### config.mk
export PLATFORM = sky130hd
export DESIGN_NAME = idma_sync_256b_wr_sched
export DESIGN_NICKNAME = d
export VERILOG_FILES = /design/src/rtl/idma_sync_256b_pkg.sv /design/src/rtl/idma_sync_256b_wr_cmd_split.sv /design/src/rtl/idma_sync_256b_wr_sched.sv
export SDC_FILE = /design/constraint.sdc
export NUM_CORES = 1
export LEC_CHECK = 0
export ABC_AREA = 0
export CORE_MARGIN = 3
export CORE_UTILIZATION = 30
export CTS_CLUSTER_SIZE = 30
export DETAILED_ROUTE_END_ITERATION = 7
export GPL_TIMING_DRIVEN = 0
export PLACE_DENSITY = 0.51
export SYNTH_ARGS = -nofsm -noshare
export SYNTH_HDL_FRONTEND = slang
export SYNTH_SLANG_ARGS = --single-unit
### constraint.sdc
create_clock -name aclk -period 19.3 [get_ports aclk]
set_clock_uncertainty 0.05 [all_clocks]
set_input_delay 2.895 -clock aclk [delete_from_list [all_inputs] [get_ports aclk]]
set_output_delay 2.895 -clock aclk [all_outputs]
set_load 0.01 [all_outputs]
### src/rtl/idma_sync_256b_pkg.sv
// Shared types and defaults for the 256b iDMA write-side sequencer.
// Holds the scheduler FSM encoding and the word geometry of the data path.
// Imported by the scheduler top and its command splitter.
package idma_sync_256b_pkg;

  typedef enum logic [2:0] {
    ST_IDLE  = 3'd0,
    ST_CHECK = 3'd1,
    ST_INIT  = 3'd2,
    ST_ISSUE = 3'd3,
    ST_WAIT  = 3'd4
  } wr_sched_state_e;

  // 256b data word -> 32 bytes of address per word
  localparam int unsigned BYTES_PER_WORD_DEF = 32;
  // longest single command pushed into the channel, in words
  localparam int unsigned MAX_CMD_WORDS_DEF  = 256;

endpackage

### src/rtl/idma_sync_256b_wr_cmd_split.sv
// Purpose: walks a 2D job row by row and presents the next command (addr, num, last).
// Latency: command registers update one cycle after load/adv; outputs are registered.
// Backpressure: advances only on adv (an accepted wr_req); otherwise holds the command.
module idma_sync_256b_wr_cmd_split
  import idma_sync_256b_pkg::*;
#(
  parameter int unsigned AXI_ADDR_WID   = 32,
  parameter int unsigned BYTES_PER_WORD = BYTES_PER_WORD_DEF,
  parameter int unsigned MAX_CMD_WORDS  = MAX_CMD_WORDS_DEF
) (
  input  logic                    aclk,
  input  logic                    areset,
  input  logic                    load,
  input  logic                    adv,
  input  logic [AXI_ADDR_WID-1:0] base_addr,
  input  logic [15:0]             row_words,
  input  logic [15:0]             row_num,
  input  logic [AXI_ADDR_WID-1:0] row_stride,
  output logic [AXI_ADDR_WID-1:0] cmd_addr,
  output logic [31:0]             cmd_num,
  output logic                    cmd_last
);

  localparam logic [16:0]             MAXW  = 17'(MAX_CMD_WORDS);
  localparam logic [AXI_ADDR_WID-1:0] BPW_A = AXI_ADDR_WID'(BYTES_PER_WORD);

  function automatic logic [16:0] chunk(input logic [16:0] words);
    return (words > MAXW) ? MAXW : words;
  endfunction

  logic [AXI_ADDR_WID-1:0] cur_addr;
  logic [AXI_ADDR_WID-1:0] row_ptr;
  logic [16:0]             cur_num;
  logic [15:0]             rem_q;      // words of the current row still unissued after cur_num
  logic [15:0]             rows_left;  // rows after the current one
  logic [16:0]             first_num;
  logic [16:0]             next_num;
  logic [AXI_ADDR_WID-1:0] step;
  logic [AXI_ADDR_WID-1:0] next_row;

  assign first_num = chunk({1'b0, row_words});
  assign next_num  = chunk({1'b0, rem_q});
  assign step      = AXI_ADDR_WID'(cur_num) * BPW_A;
  assign next_row  = row_ptr + row_stride;

  // Load the first chunk of row 0, then step within a row or jump to the next row start
  always_ff @(posedge aclk or posedge areset) begin
    if (areset) begin
      cur_addr  <= '0;
      row_ptr   <= '0;
      cur_num   <= '0;
      rem_q     <= '0;
      rows_left <= '0;
    end else if (load) begin
      cur_addr  <= base_addr;
      row_ptr   <= base_addr;
      cur_num   <= first_num;
      rem_q     <= row_words - first_num[15:0];
      rows_left <= row_num - 16'd1;
    end else if (adv && !cmd_last) begin
      if (rem_q == 16'd0) begin
        cur_addr  <= next_row;
        row_ptr   <= next_row;
        cur_num   <= first_num;
        rem_q     <= row_words - first_num[15:0];
        rows_left <= rows_left - 16'd1;
      end else begin
        cur_addr  <= cur_addr + step;
        cur_num   <= next_num;
        rem_q     <= rem_q - next_num[15:0];
      end
    end
  end

  assign cmd_addr = cur_addr;
  assign cmd_num  = {15'd0, cur_num};
  assign cmd_last = (rem_q == 16'd0) && (rows_left == 16'd0);

endmodule

### src/rtl/idma_sync_256b_wr_sched.sv
// Purpose: sequences one 2D write job into the 256b iDMA write channel (init, cmds, done).
// Latency: start -> check -> init pulse -> first wr_req; done when all beats + write_all_done.
// Backpressure: wr_req only while wr_addr_ready; optional WAIT watchdog via IDMA_WR_SCHED_TIMEOUT_EN.
module idma_sync_256b_wr_sched
  import idma_sync_256b_pkg::*;
#(
  parameter int unsigned AXI_ADDR_WID   = 32,
  parameter int unsigned BYTES_PER_WORD = BYTES_PER_WORD_DEF,
  parameter int unsigned MAX_CMD_WORDS  = MAX_CMD_WORDS_DEF,
  parameter int unsigned CNT_WID        = 32,
  parameter int unsigned TIMEOUT_CYC    = 4096
) (
  input  logic                    aclk,
  input  logic                    areset,
  input  logic                    start,
  input  logic                    abort,
  input  logic [AXI_ADDR_WID-1:0] cfg_base_addr,
  input  logic [15:0]             cfg_row_words,
  input  logic [15:0]             cfg_row_num,
  input  logic [AXI_ADDR_WID-1:0] cfg_row_stride,
  output logic                    busy,
  output logic                    done,
  output logic                    err,
  output logic                    wr_afifo_init,
  output logic                    wr_dfifo_init,
  output logic                    wr_cfg_init,
  output logic                    wr_req,
  output logic [AXI_ADDR_WID-1:0] wr_addr,
  output logic [31:0]             wr_num,
  input  logic                    wr_addr_ready,
  input  logic                    wr_data_valid,
  input  logic                    wr_data_ready,
  input  logic                    write_all_done
);

  wr_sched_state_e         state_q, state_d;
  logic [AXI_ADDR_WID-1:0] base_q, stride_q;
  logic [15:0]             rw_q, rn_q;
  logic                    flush_q, flush_d;  // channel re-init after abort/timeout
  logic [CNT_WID-1:0]      beat_cnt;
  logic [31:0]             total;
  logic                    beat, bad_cfg, beats_met, done_cond, timeout_hit, cmd_last;

  assign beat      = wr_data_valid & wr_data_ready;
  assign bad_cfg   = (rw_q == 16'd0) || (rn_q == 16'd0);
  assign total     = {16'd0, rw_q} * {16'd0, rn_q};
  assign beats_met = (beat_cnt == CNT_WID'(total));
  assign done_cond = (state_q == ST_WAIT) && beats_met && write_all_done && !abort;

  // Capture the job description once, when a job is accepted
  always_ff @(posedge aclk or posedge areset) begin
    if (areset) begin
      base_q   <= '0;
      stride_q <= '0;
      rw_q     <= '0;
      rn_q     <= '0;
    end else if ((state_q == ST_IDLE) && start) begin
      base_q   <= cfg_base_addr;
      stride_q <= cfg_row_stride;
      rw_q     <= cfg_row_words;
      rn_q     <= cfg_row_num;
    end
  end

  // State register plus the one-cycle flush request
  always_ff @(posedge aclk or posedge areset) begin
    if (areset) begin
      state_q <= ST_IDLE;
      flush_q <= 1'b0;
    end else begin
      state_q <= state_d;
      flush_q <= flush_d;
    end
  end

  // Next state; abort from any busy state and a watchdog expiry both flush back to IDLE
  always_comb begin
    state_d = state_q;
    flush_d = 1'b0;
    unique case (state_q)
      ST_IDLE:  if (start) state_d = ST_CHECK;
      ST_CHECK: state_d = bad_cfg ? ST_IDLE : ST_INIT;
      ST_INIT:  state_d = ST_ISSUE;
      ST_ISSUE: if (wr_req && cmd_last) state_d = ST_WAIT;
      ST_WAIT:  if (done_cond || timeout_hit) state_d = ST_IDLE;
      default:  state_d = ST_IDLE;
    endcase
    if ((state_q != ST_IDLE) && abort) begin
      state_d = ST_IDLE;
      flush_d = 1'b1;
    end
    if (timeout_hit) flush_d = 1'b1;
  end

  // Outputs; the channel pushes wr_req unconditionally so it is gated by ready here
  always_comb begin
    busy          = (state_q != ST_IDLE);
    wr_req        = (state_q == ST_ISSUE) && wr_addr_ready && !abort;
    wr_afifo_init = (state_q == ST_INIT) || flush_q;
    wr_dfifo_init = (state_q == ST_INIT) || flush_q;
    wr_cfg_init   = (state_q == ST_INIT) || flush_q;
    done          = done_cond;
    err           = ((state_q == ST_CHECK) && bad_cfg && !abort) || timeout_hit;
  end

  // Count accepted data beats from the first ISSUE cycle; surplus beats are dropped
  always_ff @(posedge aclk or posedge areset) begin
    if (areset) begin
      beat_cnt <= '0;
    end else if ((state_q == ST_ISSUE) || (state_q == ST_WAIT)) begin
      if (beat && !beats_met) beat_cnt <= beat_cnt + CNT_WID'(1);
    end else begin
      beat_cnt <= '0;
    end
  end

`ifdef IDMA_WR_SCHED_TIMEOUT_EN
  logic [31:0] wd_cnt;

  // Idle cycles spent in WAIT since entry or since the last accepted beat
  always_ff @(posedge aclk or posedge areset) begin
    if (areset) begin
      wd_cnt <= '0;
    end else if ((state_q != ST_WAIT) || beat) begin
      wd_cnt <= '0;
    end else begin
      wd_cnt <= wd_cnt + 32'd1;
    end
  end

  assign timeout_hit = (state_q == ST_WAIT) && !abort && !done_cond && !beat &&
                       (wd_cnt == 32'(TIMEOUT_CYC - 1));
`else
  assign timeout_hit = 1'b0;
`endif

  idma_sync_256b_wr_cmd_split #(
    .AXI_ADDR_WID   (AXI_ADDR_WID),
    .BYTES_PER_WORD (BYTES_PER_WORD),
    .MAX_CMD_WORDS  (MAX_CMD_WORDS)
  ) u_split (
    .aclk       (aclk),
    .areset     (areset),
    .load       (state_q == ST_CHECK),
    .adv        (wr_req),
    .base_addr  (base_q),
    .row_words  (rw_q),
    .row_num    (rn_q),
    .row_stride (stride_q),
    .cmd_addr   (wr_addr),
    .cmd_num    (wr_num),
    .cmd_last   (cmd_last)
  );

endmodule

Yosys cells after proc, flatten, opt, wreduce, memory -nomap -nowiden
Cells that the tools add are included.
{"block": "op_classes", "add_sub_neg": 7, "mul": 1, "order_cmp": 2, "eq_ne": 9, "n_mux": 26, "bitwise": 1, "n_reduce_logical": 29}
{"op": "$mux W32", "count": 8}
{"op": "$mux W16", "count": 8}
{"op": "$logic_not A16 Y1", "count": 4}
{"op": "$mux W17", "count": 3}
{"op": "$add A32 B1 Y32 const B", "count": 1}
{"op": "$add A32 B22 Y32", "count": 1}
{"op": "$add A32 B32 Y32", "count": 1}
{"op": "$eq A32 B32 Y1", "count": 1}
{"op": "$gt A16 B9 Y1 const B", "count": 2}
{"op": "$mul A16 B16 Y32", "count": 1}
{"op": "$sub A16 B1 Y16 const B", "count": 2}
{"op": "$sub A16 B16 Y16", "count": 2}
{"op": "$pmux W3 S5", "count": 1}
{"op": "$logic_and A1 B1 Y1", "count": 13}
{"op": "$mux W3", "count": 4}
{"op": "$eq A3 B2 Y1 const B", "count": 2}
{"op": "$ne A3 B3 Y1 const B", "count": 2}
{"op": "$reduce_bool A2 Y1", "count": 2}
{"op": "$eq A3 B1 Y1 const B", "count": 1}
{"op": "$eq A3 B3 Y1 const B", "count": 1}
{"op": "$logic_not A1 Y1", "count": 3}
{"op": "$logic_not A3 Y1", "count": 1}
{"op": "$logic_or A1 B1 Y1", "count": 3}
{"op": "$ne A3 B2 Y1 const B", "count": 1}
{"op": "other kinds (7)", "count": 7}
{"block": "totals", "reg_bits": 245, "inputBits": 104, "output_inout_bits": 71, "wordCells": 87}

Longest topological paths before layout
{"block": "logic_depth", "depth_word": 8, "ltp_mapped": 28}

Hierarchy
Synthesis repeated with hierarchy kept, for this count alone.
{"block": "hier_totals", "cells_unflattened": 2593, "hier_area_um2": 23592.6}
{"mod": "idma_sync_256b_wr_sched", "n_inst": 1, "cells_each": 1540, "area_per_inst_um2": 14930.6, "seq_area_each_um2": 3303.2}
{"mod": "idma_sync_256b_wr_cmd_split", "n_inst": 1, "cells_each": 1053, "area_per_inst_um2": 8662.1, "seq_area_each_um2": 2802.7}

Worst setup path after synthesis
Ideal clock, no wire load.
{"block": "synth_path", "path_kind": "reg2out", "startpoint": "register rw_q[9]", "endpoint": "output done", "arrival_ns": 6.940, "required_time_ns": 16.355, "path_slack_ns": 9.415, "path_stages_with_launch": 24, "cell_sequence": "dfrtp_1 clkbuf_1 clkbuf_1 nand2_1 fa_1 fa_1 inv_1 fa_1 inv_1 fa_1 fa_1 fa_1 inv_1 ha_1 clkbuf_1 o21ai_0 a211oi_1 a211o_1 mux2i_1 nand2_1 or3b_2 or4_1 nor4_1 and3_1"}
{"block": "synth_via", "elab_chain_len": 5}
{"element": "from (decl)", "line": "idma_sync_256b_wr_sched.sv:38", "text": "logic [15:0] rw_q, rn_q;"}
{"element": "from (signal assigned)", "line": "idma_sync_256b_wr_sched.sv:60", "text": "rw_q <= cfg_row_words;"}
{"element": "$mul A16 B16 Y32", "line": "idma_sync_256b_wr_sched.sv:46", "text": "assign total = {16'd0, rw_q} * {16'd0, rn_q};"}
{"element": "$eq A32 B32 Y1", "line": "idma_sync_256b_wr_sched.sv:47", "text": "assign beats_met = (beat_cnt == CNT_WID'(total));"}
{"element": "$logic_and A1 B1 Y1 (3 in a row)", "line": "idma_sync_256b_wr_sched.sv:48", "text": "assign done_cond = (state_q == ST_WAIT) && beats_met && write_all_done && !abort;"}
{"element": "to (decl)", "line": "idma_sync_256b_wr_sched.sv:22", "text": "output logic done,"}
No other way between the ends.

Worst setup path after layout
{"block": "layout_path", "startpoint": "register rw_q[1]", "endpoint": "output done"}
Same word-level chain as after synthesis.

==> run_results.csv <==
group,metric,value,unit
sta,slew_headroom,3.52,%
critical_path,critPathRequiredTime,16.36,ns
yosys,ys_async_sr_fraction,100,%
clock_network,cts_tree,"yes",
detailed_routing,ant_nets,0,
global_routing,gr-total-overflow,0,
yosys,ys_ff_latch,244,
flow_run,drv_cap,0,
detailed_routing,first_iter_violations,1398,
die,rows,101,
sta,rsz0062_at_grt,"false",
sta,finalCritPeriodShare,65.0,%
sta,max_slew.worst_pin.slew,1.44,ns
sta,drv_slew,0,
detailed_routing,vias,20200,
clock_network,postCtsSetupBuffers,0,
clock_network,cts_inserted_buffers,31,
global_routing,grt_pass1_wl,125,mm
critical_path,path_max_fanout,10,
clock_network,root_buffer,"clkbuf_16",
final_layout,syn_to_final_growth,17.3,%
yosys,synth_top_area_share,26.2,%
final_layout,nets,3261,
critical_path,path_class,"reg -> out",
critical_path,ff2ff_path_depth,24,
detailed_routing,wire_per_inst,20.7,um
clock_network,cts_resized,0,
yosys,synth_edf_count,0,
sta,finalHoldViolCount,0,
yosys,synth_common_cells,"332 x nand2_1, 244 x dfrtp_1, 214 x inv_1",
yosys,netlist_instances,2597,
critical_path,endpoint_kind,"output port",
hold_path,hp-class,"reg -> reg",
critical_path,crit_start,"rw_q[1]",
clock_network,postCtsHoldBufs,0,
detailed_routing,drc_errors,0,
final_layout,drive_gt1_share,7.49,%
yosys,syn_avg_cell_area,8.97,um2
hold_path,min_from,"u_split.row_ptr[2]",
detailed_routing,via_per_inst,5.23,
critical_path,reg2reg_from,"rw_q[1]",
critical_path,critPathArrivalTime,9.61,ns
yosys,yosys_most_used_dff,"dfrtp_1",
critical_path,endpoint,"done",
yosys,synth_top_area_cell,"dfrtp_1",
critical_path,reg2reg_slack,10.27,ns
yosys,yosysWarningCount,0,
sta,setup_tns,0,ns
yosys,seq_area_frac_synth,26.2,%
clock_network,cts_buffer_depth,3,
global_routing,antenna_found_initial,0,
die,fp.dieH,285,um
die,die_w,285,um
placement,place_hpwl,65.1,mm
sta,setup_viol,0,
clock_network,clock-sinks,244,
yosys,synth.cell_area,23300,um2
critical_path,rr_endpoint,"beat_cnt[13]",
detailed_routing,routed_wl,80.0,mm
outcome,status,"finished clean",
global_routing,first_global_vias,21200,
sta,max_freq,0.0797,GHz
placement,numPortBuffers,158,
global_routing,grt_max_degree,107,
clock_network,htree_levels,1,
die,core_area,76500,um2
critical_path,startpoint_type,"flip-flop",
sta,post-route-min-period,12.55,ns
yosys,synth.area.top_cells,"dfrtp_1 26%, fa_1 17%, ha_1 8.3%",
clock_network,clk_latency,0.59,ns
yosys,synthDistinctLibCells,84,
die,die-area,81000,um2
die,io_pins,175,
clock_network,clk_pin_slew,0.06,ns
placement,place_congestion,0.924,
yosys,yosys.cell_count.top_type,"nand2_1",
detailed_routing,drtPass1Iterations,5,
die,initial_core_util,30.5,%
global_routing,grt_usage,19.6,%
-- critical path: stages, from the launching register on --
cell             delay (ns)
dfrtp_1                0.37
clkbuf_1               0.56
clkbuf_1               0.60
nand2_1                0.16
fa_1                   0.53
fa_1                   0.54
fa_1                   0.55
fa_1                   0.54
fa_1                   0.54
fa_1                   0.58
inv_1                  0.05
ha_1                   0.26
clkbuf_1               0.31
o21ai_0                0.19
a211oi_1               0.24
a211o_1                0.32
mux2i_1                0.32
nand2_1                0.08
or3b_2                 0.50
or4_1                  0.50
nor4_1                 0.46
and3_1                 0.25
clkdlybuf4s50_1        0.56
-- cells by family after synthesis --
| group | Yosys count | synth area share (%) |
|---|---|---|
| AO/OA/AOI/OAI | 565 | 15.6 |
| XOR/XNOR | 91 | 3.51 |
| adder cells (fa/ha/maj) | 351 | 25.2 |
| buffers and inverters | 375 | 6.45 |
| AND/OR/NAND/NOR | 854 | 17.6 |
| other | 2 | 0.0322 |
| flip-flops | 244 | 26.2 |
| multiplexers | 115 | 5.46 |
-- cells in the final DEF, fill, tap and decap left out, types with 27 or more instances in the layout --
master,synthesis,routed
or3_1,33,33
mux2_2,97,97
clkbuf_16,0,31
clkdlybuf4s50_1,0,158
fa_1,196,196
nand3_1,34,34
nor3_1,43,43
dfrtp_1,244,244
and2_1,96,96
and3_1,33,33
xnor2_1,56,56
o21ai_1,27,27
nor2_1,165,165
nand4_1,27,27
ha_1,155,155
o21ai_0,116,116
xor2_1,33,33
a21oi_1,151,151
a21o_1,33,33
inv_1,214,213
clkbuf_1,124,127
nand2_1,332,332
-- registers in the layout, summed over array words and instances (netlist names), 32 cells and up --
name              flops
beat_cnt             32
stride_q             32
u_split.row_ptr      32
u_split.cmd_addr     32
base_q               32
-- routing by layer --
layer | vias to the layer above | global-route usage (%) | wire length [um]
met5 | - | 0 | 0
met4 | 0 | 5.11 | 2120
met3 | 88 | 2.15 | 3760
met2 | 599 | 33.5 | 38800
met1 | 10200 | 26.2 | 35300
li1 | 9321 | - | -
-- how the worst min path moves through the flow --
| stage | end | slack (ns) | depth (start not counted) |
|---|---|---|---|
| 4_1_cts | u_split.row_ptr[2] | 0.44 | 1 |
| 3_3_place_gp | u_split.row_ptr[11] | 0.42 | 2 |
| 5_1_grt | u_split.row_ptr[2] | 0.46 | 1 |
| 6_report | u_split.row_ptr[2] | 0.44 | 1 |
| 3_5_place_dp | u_split.row_ptr[2] | 0.43 | 1 |
| 2_1_floorplan | u_split.row_ptr[10] | 0.40 | 2 |
-- through the flow --
stage / hold WS (ns) / area (um2) / cells / util (%) / setup WS [ns]
2_1_floorplan: 0.404 / 23400 / 2613 / - / 9.42
3_5_place_dp: 0.429 / 26300 / 3803 / 34.4 / 7.35
5_1_grt: 0.461 / 27300 / 3859 / 35.7 / 6.14
6_report: 0.443 / 27300 / 3860 / 35.7 / 6.75
4_1_cts: 0.443 / 27300 / 3859 / 35.7 / 6.65
3_3_place_gp: 0.425 / 26200 / 3801 / 34.3 / 6.00
-- final cells by class --
type                    instances  area (um2)
fillers                      7861       49100
diodes                          1        2.50
repair buffers                160        1640
plain buffers                 160         694
inverters                     215         815
clock inverters                12         106
well taps                    1030        1290
clock buffers                  44         925
multi-input cells            1994       15700
flip-flops and latches        244        6110
Power is left out: the tool's default activity adds up to more than one toggle a clock period on the data nets, which glitch-free logic cannot reach.
